<file path="src/rtl/link_pkg.sv">
// Shared frame encodings and controller state set for the serial arbitration link.
package link_pkg;

    localparam logic       FRAME_START = 1'b1;

    // Uplink payloads (master -> arbiter port)
    localparam logic [1:0] UP_REQ      = 2'b11;
    localparam logic [1:0] UP_ACK      = 2'b01;
    localparam logic [1:0] UP_NAK      = 2'b10;
    localparam logic [1:0] UP_END      = 2'b00;

    // Downlink payloads (arbiter port -> master)
    localparam logic [1:0] DN_GRANT    = 2'b11;
    localparam logic [1:0] DN_RESUME   = 2'b10;
    localparam logic [1:0] DN_SPLIT    = 2'b01;
    localparam logic [1:0] DN_PREEMPT  = 2'b00;

    typedef enum logic [3:0] {
        IDLE,
        SEND_REQ,
        WAIT_GRANT,
        SEND_ACK,
        SEND_NAK,
        COM,
        SEND_END,
        SEND_STOP,
        WAIT_RESUME
    } state_t;

endpackage

</file>
<file path="src/rtl/link_tx_shifter.sv">
// Parallel-load, MSB-first serialiser; frames shorter than W sit left-aligned with zero fill.
module link_tx_shifter #(
    parameter int W  = 5,
    parameter int LW = $clog2(W + 1)
) (
    input  logic          clk,
    input  logic          rstN,
    input  logic          load,
    input  logic [W-1:0]  data,
    input  logic [LW-1:0] len,
    output logic          dout,
    output logic          busy
);

    logic [W-1:0]  sr;
    logic [LW-1:0] cnt;

    // A load while a frame is still in flight is dropped rather than truncating it.
    always_ff @(posedge clk or negedge rstN) begin
        if (!rstN) begin
            sr  <= '0;
            cnt <= '0;
        end else if (load && cnt == '0) begin
            sr  <= data;
            cnt <= len;
        end else if (cnt != '0) begin
            sr  <= {sr[W-2:0], 1'b0};
            cnt <= cnt - 1'b1;
        end
    end

    assign dout = sr[W-1];
    assign busy = (cnt != '0);

endmodule

</file>
<file path="src/rtl/master_link_ctrl.sv">
// Master-side link controller: frames bus requests, decodes grant/resume/split/preempt, answers ACK/NAK.
module master_link_ctrl
    import link_pkg::*;
#(
    parameter int NO_SLAVES  = 3,
    parameter int S_ID_WIDTH = $clog2(NO_SLAVES + 1)
) (
    input  logic                  clk,
    input  logic                  rstN,
    input  logic                  req,
    input  logic [S_ID_WIDTH-1:0] req_id,
    input  logic                  ready,
    input  logic                  done,
    input  logic                  link_in,
    output logic                  link_out,
    output logic                  bus_owned,
    output logic                  split,
    output logic                  preempted,
    output logic                  refused,
    output logic [S_ID_WIDTH-1:0] held_id
);

    localparam int W         = 3 + S_ID_WIDTH;
    localparam int LW        = $clog2(W + 1);
    localparam int RX_STAGES = 1;

    localparam logic [W-1:0] ACK_FRAME = {FRAME_START, UP_ACK, {S_ID_WIDTH{1'b0}}};
    localparam logic [W-1:0] NAK_FRAME = {FRAME_START, UP_NAK, {S_ID_WIDTH{1'b0}}};
    localparam logic [W-1:0] END_FRAME = {FRAME_START, UP_END, {S_ID_WIDTH{1'b0}}};

    // ---------------- rx framer ----------------
    logic [1:0]           rx_cnt;
    logic [1:0]           rx_sh;
    logic [1:0]           dl_code;
    logic [RX_STAGES:0]   vld_pipe;
    logic                 dl_vld;

    // Capture stage then one decode register, so a response starts two cycles after the last bit.
    always_ff @(posedge clk or negedge rstN) begin
        if (!rstN) begin
            rx_cnt   <= '0;
            rx_sh    <= '0;
            dl_code  <= '0;
            vld_pipe <= '0;
        end else begin
            vld_pipe[0] <= 1'b0;
            if (rx_cnt == '0) begin
                if (link_in) rx_cnt <= 2'd2;
            end else begin
                rx_sh  <= {rx_sh[0], link_in};
                rx_cnt <= rx_cnt - 1'b1;
                if (rx_cnt == 2'd1) vld_pipe[0] <= 1'b1;
            end
            vld_pipe[RX_STAGES:1] <= vld_pipe[RX_STAGES-1:0];
            if (vld_pipe[0]) dl_code <= rx_sh;
        end
    end

    assign dl_vld = vld_pipe[RX_STAGES];

    // ---------------- tx ----------------
    logic          tx_load;
    logic [W-1:0]  tx_data;
    logic [LW-1:0] tx_len;
    logic          tx_busy;

    link_tx_shifter #(.W(W), .LW(LW)) u_tx (
        .clk  (clk),
        .rstN (rstN),
        .load (tx_load),
        .data (tx_data),
        .len  (tx_len),
        .dout (link_out),
        .busy (tx_busy)
    );

    // ---------------- FSM ----------------
    state_t                state, state_n;
    logic [S_ID_WIDTH-1:0] held_n;
    logic                  owned_n, split_n, pre_n, ref_n, grant_hit;

    always_ff @(posedge clk or negedge rstN) begin
        if (!rstN) begin
            state     <= IDLE;
            held_id   <= '0;
            bus_owned <= 1'b0;
            split     <= 1'b0;
            preempted <= 1'b0;
            refused   <= 1'b0;
        end else begin
            state     <= state_n;
            held_id   <= held_n;
            bus_owned <= owned_n;
            split     <= split_n;
            preempted <= pre_n;
            refused   <= ref_n;
        end
    end

    always_comb begin
        state_n   = state;
        held_n    = held_id;
        owned_n   = bus_owned;
        split_n   = 1'b0;
        pre_n     = 1'b0;
        ref_n     = 1'b0;
        tx_load   = 1'b0;
        tx_data   = END_FRAME;
        tx_len    = LW'(3);
        grant_hit = dl_vld && ((state == WAIT_GRANT  && dl_code == DN_GRANT) ||
                               (state == WAIT_RESUME && dl_code == DN_RESUME));
        case (state)
            IDLE: if (req && req_id != '0) begin
                held_n  = req_id;
                tx_load = 1'b1;
                tx_data = {FRAME_START, UP_REQ, req_id};
                tx_len  = LW'(W);
                state_n = SEND_REQ;
            end
            SEND_REQ:  if (!tx_busy) state_n = WAIT_GRANT;
            SEND_ACK:  if (!tx_busy) begin
                owned_n = 1'b1;
                state_n = COM;
            end
            SEND_NAK, SEND_END: if (!tx_busy) begin
                held_n  = '0;
                state_n = IDLE;
            end
            SEND_STOP: if (!tx_busy) state_n = WAIT_RESUME;
            // done outranks a split/preempt decoded in the same cycle
            COM: if (done) begin
                tx_load = 1'b1;
                owned_n = 1'b0;
                state_n = SEND_END;
            end else if (dl_vld && dl_code == DN_SPLIT) begin
                tx_load = 1'b1;
                owned_n = 1'b0;
                split_n = 1'b1;
                state_n = SEND_STOP;
            end else if (dl_vld && dl_code == DN_PREEMPT) begin
                tx_load = 1'b1;
                owned_n = 1'b0;
                pre_n   = 1'b1;
                state_n = SEND_END;
            end
            default: ;
        endcase
        if (grant_hit) begin
            tx_load = 1'b1;
            tx_data = ready ? ACK_FRAME : NAK_FRAME;
            ref_n   = !ready;
            state_n = ready ? SEND_ACK : SEND_NAK;
        end
    end

endmodule

</file>
<file path="config.mk">
export PLATFORM = sky130hd
export DESIGN_NAME = master_link_ctrl
export DESIGN_NICKNAME = d
export VERILOG_FILES = /design/src/rtl/link_pkg.sv /design/src/rtl/link_tx_shifter.sv /design/src/rtl/master_link_ctrl.sv
export SDC_FILE = /design/constraint.sdc
export NUM_CORES = 1
export LEC_CHECK = 0
export ABC_CLOCK_PERIOD_IN_PS = 2000
export BUFFER_PORTS_ARGS = -buffer_cell sky130_fd_sc_hd__buf_2
export CORE_AREA = 2 2 98 53
export DETAILED_ROUTE_END_ITERATION = 8
export DIE_AREA = 0 0 100 55
export PLACE_DENSITY = 0.5
export SYNTH_ARGS = -nofsm -noshare
export SYNTH_HDL_FRONTEND = slang
export SYNTH_SLANG_ARGS = --single-unit
</file>
<file path="constraint.sdc">
create_clock -name clk -period 2 [get_ports clk]
set_input_delay 0.4 -clock clk [delete_from_list [all_inputs] [get_ports clk]]
set_output_delay 0.4 -clock clk [all_outputs]
set_load 0.03 [all_outputs]
</file>
Yosys cells after proc, flatten, opt, wreduce, memory -nomap -nowiden

Index checks and enable logic that the tools add are counted.

Bits of input ports: 8
Flip-flop bits (word level): 26
Output and inout port bits: 7
Logic and storage cells: 106

Multiplexer cells: 46
Add/sub/neg operators: 2
Eq/ne operators: 23
Reductions and logical operators: 23

Operators with widths:

| kind                                                | count |
|---|---|
| two-way mux 4 bit                                   | 12 |
| one-hot mux 4 bit (6 select lines)                  | 1 |
| two-way mux 1 bit                                   | 18 |
| equality test 4 x 3 -> 1 bit, second input constant | 4 |
| two-way mux 3 bit                                   | 5 |
| two-way mux 5 bit                                   | 3 |
| != test 3 bit, second input constant                | 5 |
| equality test 4 x 2 -> 1 bit, second input constant | 2 |
| two-way mux 2 bit                                   | 4 |
| != test 2 bit, second input constant                | 4 |
| nonzero test 2 bit                                  | 4 |
| logical AND 1 bit                                   | 7 |
| AND reduction 7 bit                                 | 1 |
| nonzero test 7 bit                                  | 1 |
| AND reduction 3 bit                                 | 2 |
| != test 5 bit, second input constant                | 1 |
| equality test 2 x 1 -> 1 bit, second input constant | 2 |
| equality test 2 bit, second input constant          | 2 |
| equality test 4 x 1 -> 1 bit, second input constant | 1 |
| equality test 4 bit, second input constant          | 1 |
| zero test 2 bit                                     | 2 |
| zero test 4 bit                                     | 1 |
| != test 4 bit, second input constant                | 1 |
| one-hot mux 1 bit (2 select lines)                  | 2 |
| 8 further kinds                                     | 8 |

Depth between registers and ports, before layout

Word-level depth: 9
Mapped depth: 8
Gate-level depth less buffers: 7

By module

A second synthesis with hierarchy kept.

Cells, all modules: 118
Area total of the unflattened synthesis: 1,406.3 µm²

By module, submodules not included:

| module           | times used | sequential area each (µm²) | area each (µm²) | cells an instance |
|---|---|---|---|---|
| master_link_ctrl | 1          | 450.4                      | 947.2           | 84 |
| link_tx_shifter  | 1          | 200.2                      | 459.2           | 34 |

Worst setup path after synthesis

OpenSTA, ideal clock, no wires.

Path type: register to register
Start: register u_tx.cnt[0]
End: register held_id[0]
Required time: 1.879 ns
Clock period less this slack: 1.510 ns
Setup time: 0.121 ns
Buffers on the path: 1
Cell stages (with the launch flop): 9
Data arrival time: 1.389 ns
Setup slack: 0.490 ns
Path through: dfrtp_1 > inv_1 > ha_1 > nor2b_1 > clkbuf_1 > nand2_1 > o31ai_1 > nand2_1 > a22o_1

Cells in the longest elaborated chain, start to end: 3

RTL lines:

| item                          | RTL line               | source |
|---|---|---|
| start: declaration            | link_tx_shifter.sv:16  | `logic [LW-1:0] cnt;` |
| start signal: assignment      | link_tx_shifter.sv:25  | `cnt <= len;` |
| start signal: assignment      | link_tx_shifter.sv:28  | `cnt <= cnt - 1'b1;` |
| nonzero test 3 bit            | link_tx_shifter.sv:33  | `assign busy = (cnt != '0);` |
| != test 2 bit (no line)       | --                     |  |
| AND reduction 3 bit (no line) | --                     |  |
| end signal: assignment        | master_link_ctrl.sv:92 | `held_id <= held_n;` |
| end: declaration              | master_link_ctrl.sv:20 | `output logic [S_ID_WIDTH-1:0] held_id` |

Every way passes these cells.
A chain may end at the register's enable or synchronous reset.

Final worst setup path

Start: register state[3]
End: register u_tx.sr[3]

Cells in the longest elaborated chain, start to end: 7
Elaborated cells between the ends (all ways): 15
Those cells by class: eq/ne: 3; mux: 5; reduce/logical: 7

RTL lines:

| item                                                                       | RTL line                                         | source |
|---|---|---|
| start: declaration                                                         | master_link_ctrl.sv:78                           | `state_t state, state_n;` |
| start signal: assignment                                                   | master_link_ctrl.sv:91                           | `state <= state_n;` |
| equality test 4 x 2 -> 1 bit / equality test 4 bit (equally long branches) | master_link_ctrl.sv:110, master_link_ctrl.sv:111 |  |
| logical AND 1 bit (on tied branches)                                       | master_link_ctrl.sv:110, master_link_ctrl.sv:111 |  |
| logical OR 1 bit                                                           | master_link_ctrl.sv:110                          | `grant_hit = dl_vld && ((state == WAIT_GRANT && dl_code == DN_GRANT) \|\|` |
| logical AND 1 bit                                                          | master_link_ctrl.sv:110                          |  |
| two-way mux 1 bit                                                          | master_link_ctrl.sv:148                          | `if (grant_hit) begin` |
| logical AND 1 bit                                                          | link_tx_shifter.sv:23                            | `end else if (load && cnt == '0) begin` |
| two-way mux 5 bit / nonzero test 2 bit (equally long branches)             | --                                               |  |
| end signal: assignment                                                     | link_tx_shifter.sv:24                            | `sr <= data;` |
| end signal: assignment                                                     | link_tx_shifter.sv:27                            | `sr <= {sr[W-2:0], 1'b0};` |
| end: declaration                                                           | link_tx_shifter.sv:15                            | `logic [W-1:0] sr;` |

Several ways; a longest one is shown, not always the timed one.

==> impl_results.md <==
- Outcome: finished clean
- Clock root buffer: clkbuf_8
- Setup Viol. Count Final: 0
- Number of routed nets with antenna violations: 0
- WL met2: 1050 µm
- # IOs: 15
- Initial Utilization: between 20 and 30%
- Sequential area share after synthesis: 49.0%
- Max_cap viols: 0
- Clock Tree Buf Depth: 2
- Minimum clock period: around 1.8 ns
- WP depth: 5
- Post-synth ARST share: 100%
- Placement Rows: 18
- # fillers: between 400 and 500
- CP cell instances: inv_1 -> o2111ai_1 -> a21o_1 -> a311oi_1 -> a21oi_1
- Placed Instances: approximately 200
- Die X: 100 µm
- F_max: between 500 and 600 MHz
- Post-DP HPWL: between 2000 and 2500 µm
- Via density per instance: 4.90
- CTS-repair resized insts: 0
- Worst stage delay on the critical path: around 0.52 ns
- Yosys warns: 0
- Post-synth EDFFs: 0
- Height of the die: between 50 and 60 µm
- Largest net degree at the start of global routing: 27
- Area growth syn-to-layout: 16.0%
- Synth top area share: 49.0%
- Vias: a little over 1000
- Leading area contributor after synthesis: dfrtp_1
- Clock power frac: approximately a third
- FF+latch count, synth: 26
- HP Class: in -> async
- Clk_skew: between 0.002 and 0.003 ns
- Synth Flop Type: dfrtp_1
- Core Region: ~4700 µm²
- Avg WL per Cell: around 13 µm
- # port buffers: 14
- Setup TNS: 0 ns
- Critical Path Fanout Max: 10
- Cts hold-fix bufs: 0
- Total area of sequential cells: around 650 µm²
- Rel. slew slack: between 60% and 70%
- First-pass GRT wire length: approximately 4600 µm
- Residual DRC: 0
- Power per cell area: ~830 nW/µm²
- RSZ-0062 raised after global routing: false
- Critical Path AT: approximately 1.9 ns
- Maximum vdd drop: about 0.34 mV
- Final wirelength: 2750 µm
- Syn nets: approximately 140
- Clock sinks: 26
- Share of cells above drive strength 1: 20.5%
- Top area cells in the synthesized netlist: dfrtp_1, ha_1, nor2_1, mux2_2, nand2_1
- Synthesized area per cell: 10.2 µm²
- Multi-input logic area: roughly 620 µm²
- Slew @ Worst Pin: between 0.5 and 0.6 ns
- Total global routing overflow: 0
- Max-slew violations: 0
- Sw Share: 24.3%
- CTS tree: done
- Leak: 0.726 nW
- Post-synth cell types: 41
- R2R depth: 5
- # Post-CTS Setup Buffers: 0
- Initial antenna violation count: 0
- Max H-tree Level: 1
- Synth Cell Area: about 1300 µm²
- Delay-heaviest family, CP: compound AO/OA/AOI/OAI gates
- Pint: approximately 970 µW
- DR pass1 iterations: 4
- Combinational power share: 13.8%
- Kind of critical path: reg -> reg
- CP max-delay cell: dfrtp_1
- Vias in the first global route: between 900 and 1000
- CTS Buf Count: 3
- Diodes inserted: 0
- Placer Congestion: 0.800
- Top Layer Used: met4
- NumNets Final: between 150 and 200
- CP required: 2.16 ns
- Psw: 311 µW
- Worst-Skew Late Latency: 0.27 ns
- Die Area: ~5500 µm²
- Met1 wire length: 1410 µm
- Cells after synthesis: 130
- Crit start category: flip-flop
- Gr usage total: between 10% and 20%
- Clock-pin slew on the worst setup and hold paths: 0.09 ns
- Iter 0 DRT Violations: around 100
- Critical Path End Type: flip-flop
- Hold Fails Final Rpt: 0
- Buf/Inv on CP: 1
- Period utilization: approximately 89%
- Non-Filler Instances: 206
- Met3 wire length: between 200 and 300 µm
- Reg power frac: 52.0%
cell usage in the layout (no fill, tap or decap), types with 2 or more instances in the layout:
cell,synthesis,routed
buf_2,3,14
inv_1,7,7
nor2b_1,3,3
mux2_2,4,4
and3b_1,2,2
buf_4,1,3
a22o_1,2,2
ha_1,5,5
a21oi_1,8,8
and3_1,2,2
a32oi_1,2,2
o21a_1,2,2
nand2b_1,3,3
dfrtp_1,26,26
clkbuf_8,0,3
nand2_1,11,11
nor2_1,16,16
o21ai_0,7,7
a31oi_1,3,3
power by group through the flow:
stage | Sequential, mW | Clock, mW | Combinational (mW)
after CTS | 0.666 | 0.461 | 0.182
final | 0.664 | 0.438 | 0.176
after global placement | 0.674 | 0 | 0.171
after floorplan | 0.657 | 0 | 0.137
after global routing | 0.678 | 0.477 | 0.209
after detailed placement | 0.677 | 0 | 0.181
worst register-to-register path, stage by stage, from the launching register on:
cell and delay [ns]:
dfrtp_1 0.52, inv_1 0.21, o2111ai_1 0.26, a21o_1 0.30
a311oi_1 0.28, a21oi_1 0.09
flip-flops by register name, summed over array words and instances, names as in the netlist:
register / flops
u_tx.sr: 5
bus_owned: 1
rx_sh: 2
refused: 1
rx_cnt: 2
vld_pipe: 2
held_id: 2
u_tx.cnt: 3
preempted: 1
split: 1
state: 4
dl_code: 2
layout make-up:
type                    instances  share of cell area (%)
clock buffers                   3                    2.68
flip-flops and latches         26                    42.2
inverters                       7                    1.71
repair buffers                 17                    6.01
well taps                      60                    4.87
multi-input cells              92                    40.5
clock inverters                 1                    1.95
synthesized netlist by cell type, types with 2 or more instances:
cell type	count
nor2b_1	3
o21ai_0	7
a21oi_1	8
buf_2	3
a32oi_1	2
nand2_1	11
and3_1	2
nor2_1	16
o21a_1	2
a31oi_1	3
inv_1	7
mux2_2	4
dfrtp_1	26
ha_1	5
nand2b_1	3
a22o_1	2
and3b_1	2
cells by family (layout without fill, tap and decap cells):
family	Yosys count	after routing	share of synthesized area, %
mux	4	4	3.39
buf+inv	12	28	3.96
flops	26	26	49.0
simple gates	46	46	19.5
compound gates	37	37	19.4
fa+ha+maj	5	5	4.71
final timing paths:
check | slack [ns] | from | to
max in group asynchronous | 1.50 | rstN | state[3]
min | 0.11 | rstN | held_id[0]
min in group clk | 0.34 | ready | refused
max reg2reg | 0.22 | state[3] | u_tx.sr[3]
max | 0.22 | state[3] | u_tx.sr[3]
min reg2reg | 0.42 | vld_pipe[0] | vld_pipe[1]
routing by layer:
metal | vias up | track usage (%)
met3 | 4 | 3.89
met1 | 472 | 16.4
met2 | 35 | 15.0
li1 | 499 | -
met5 | - | 0
met4 | 0 | 3.42
metrics by stage:
stage          utilization, %  power [mW]  instance area (µm²)  hold slack, ns  setup slack, ns
6_report                 32.9        1.28                 1540           0.114            0.220
2_1_floorplan               -       0.794                 1330           0.104            0.490
5_1_grt                  32.9        1.36                 1540           0.153           0.0869
4_1_cts                  32.9        1.31                 1540           0.129            0.263
3_5_place_dp             31.4       0.858                 1470           0.408            0.288
3_3_place_gp             31.4       0.845                 1470           0.408            0.245
Note: power is estimated with default switching activity, not from simulation.
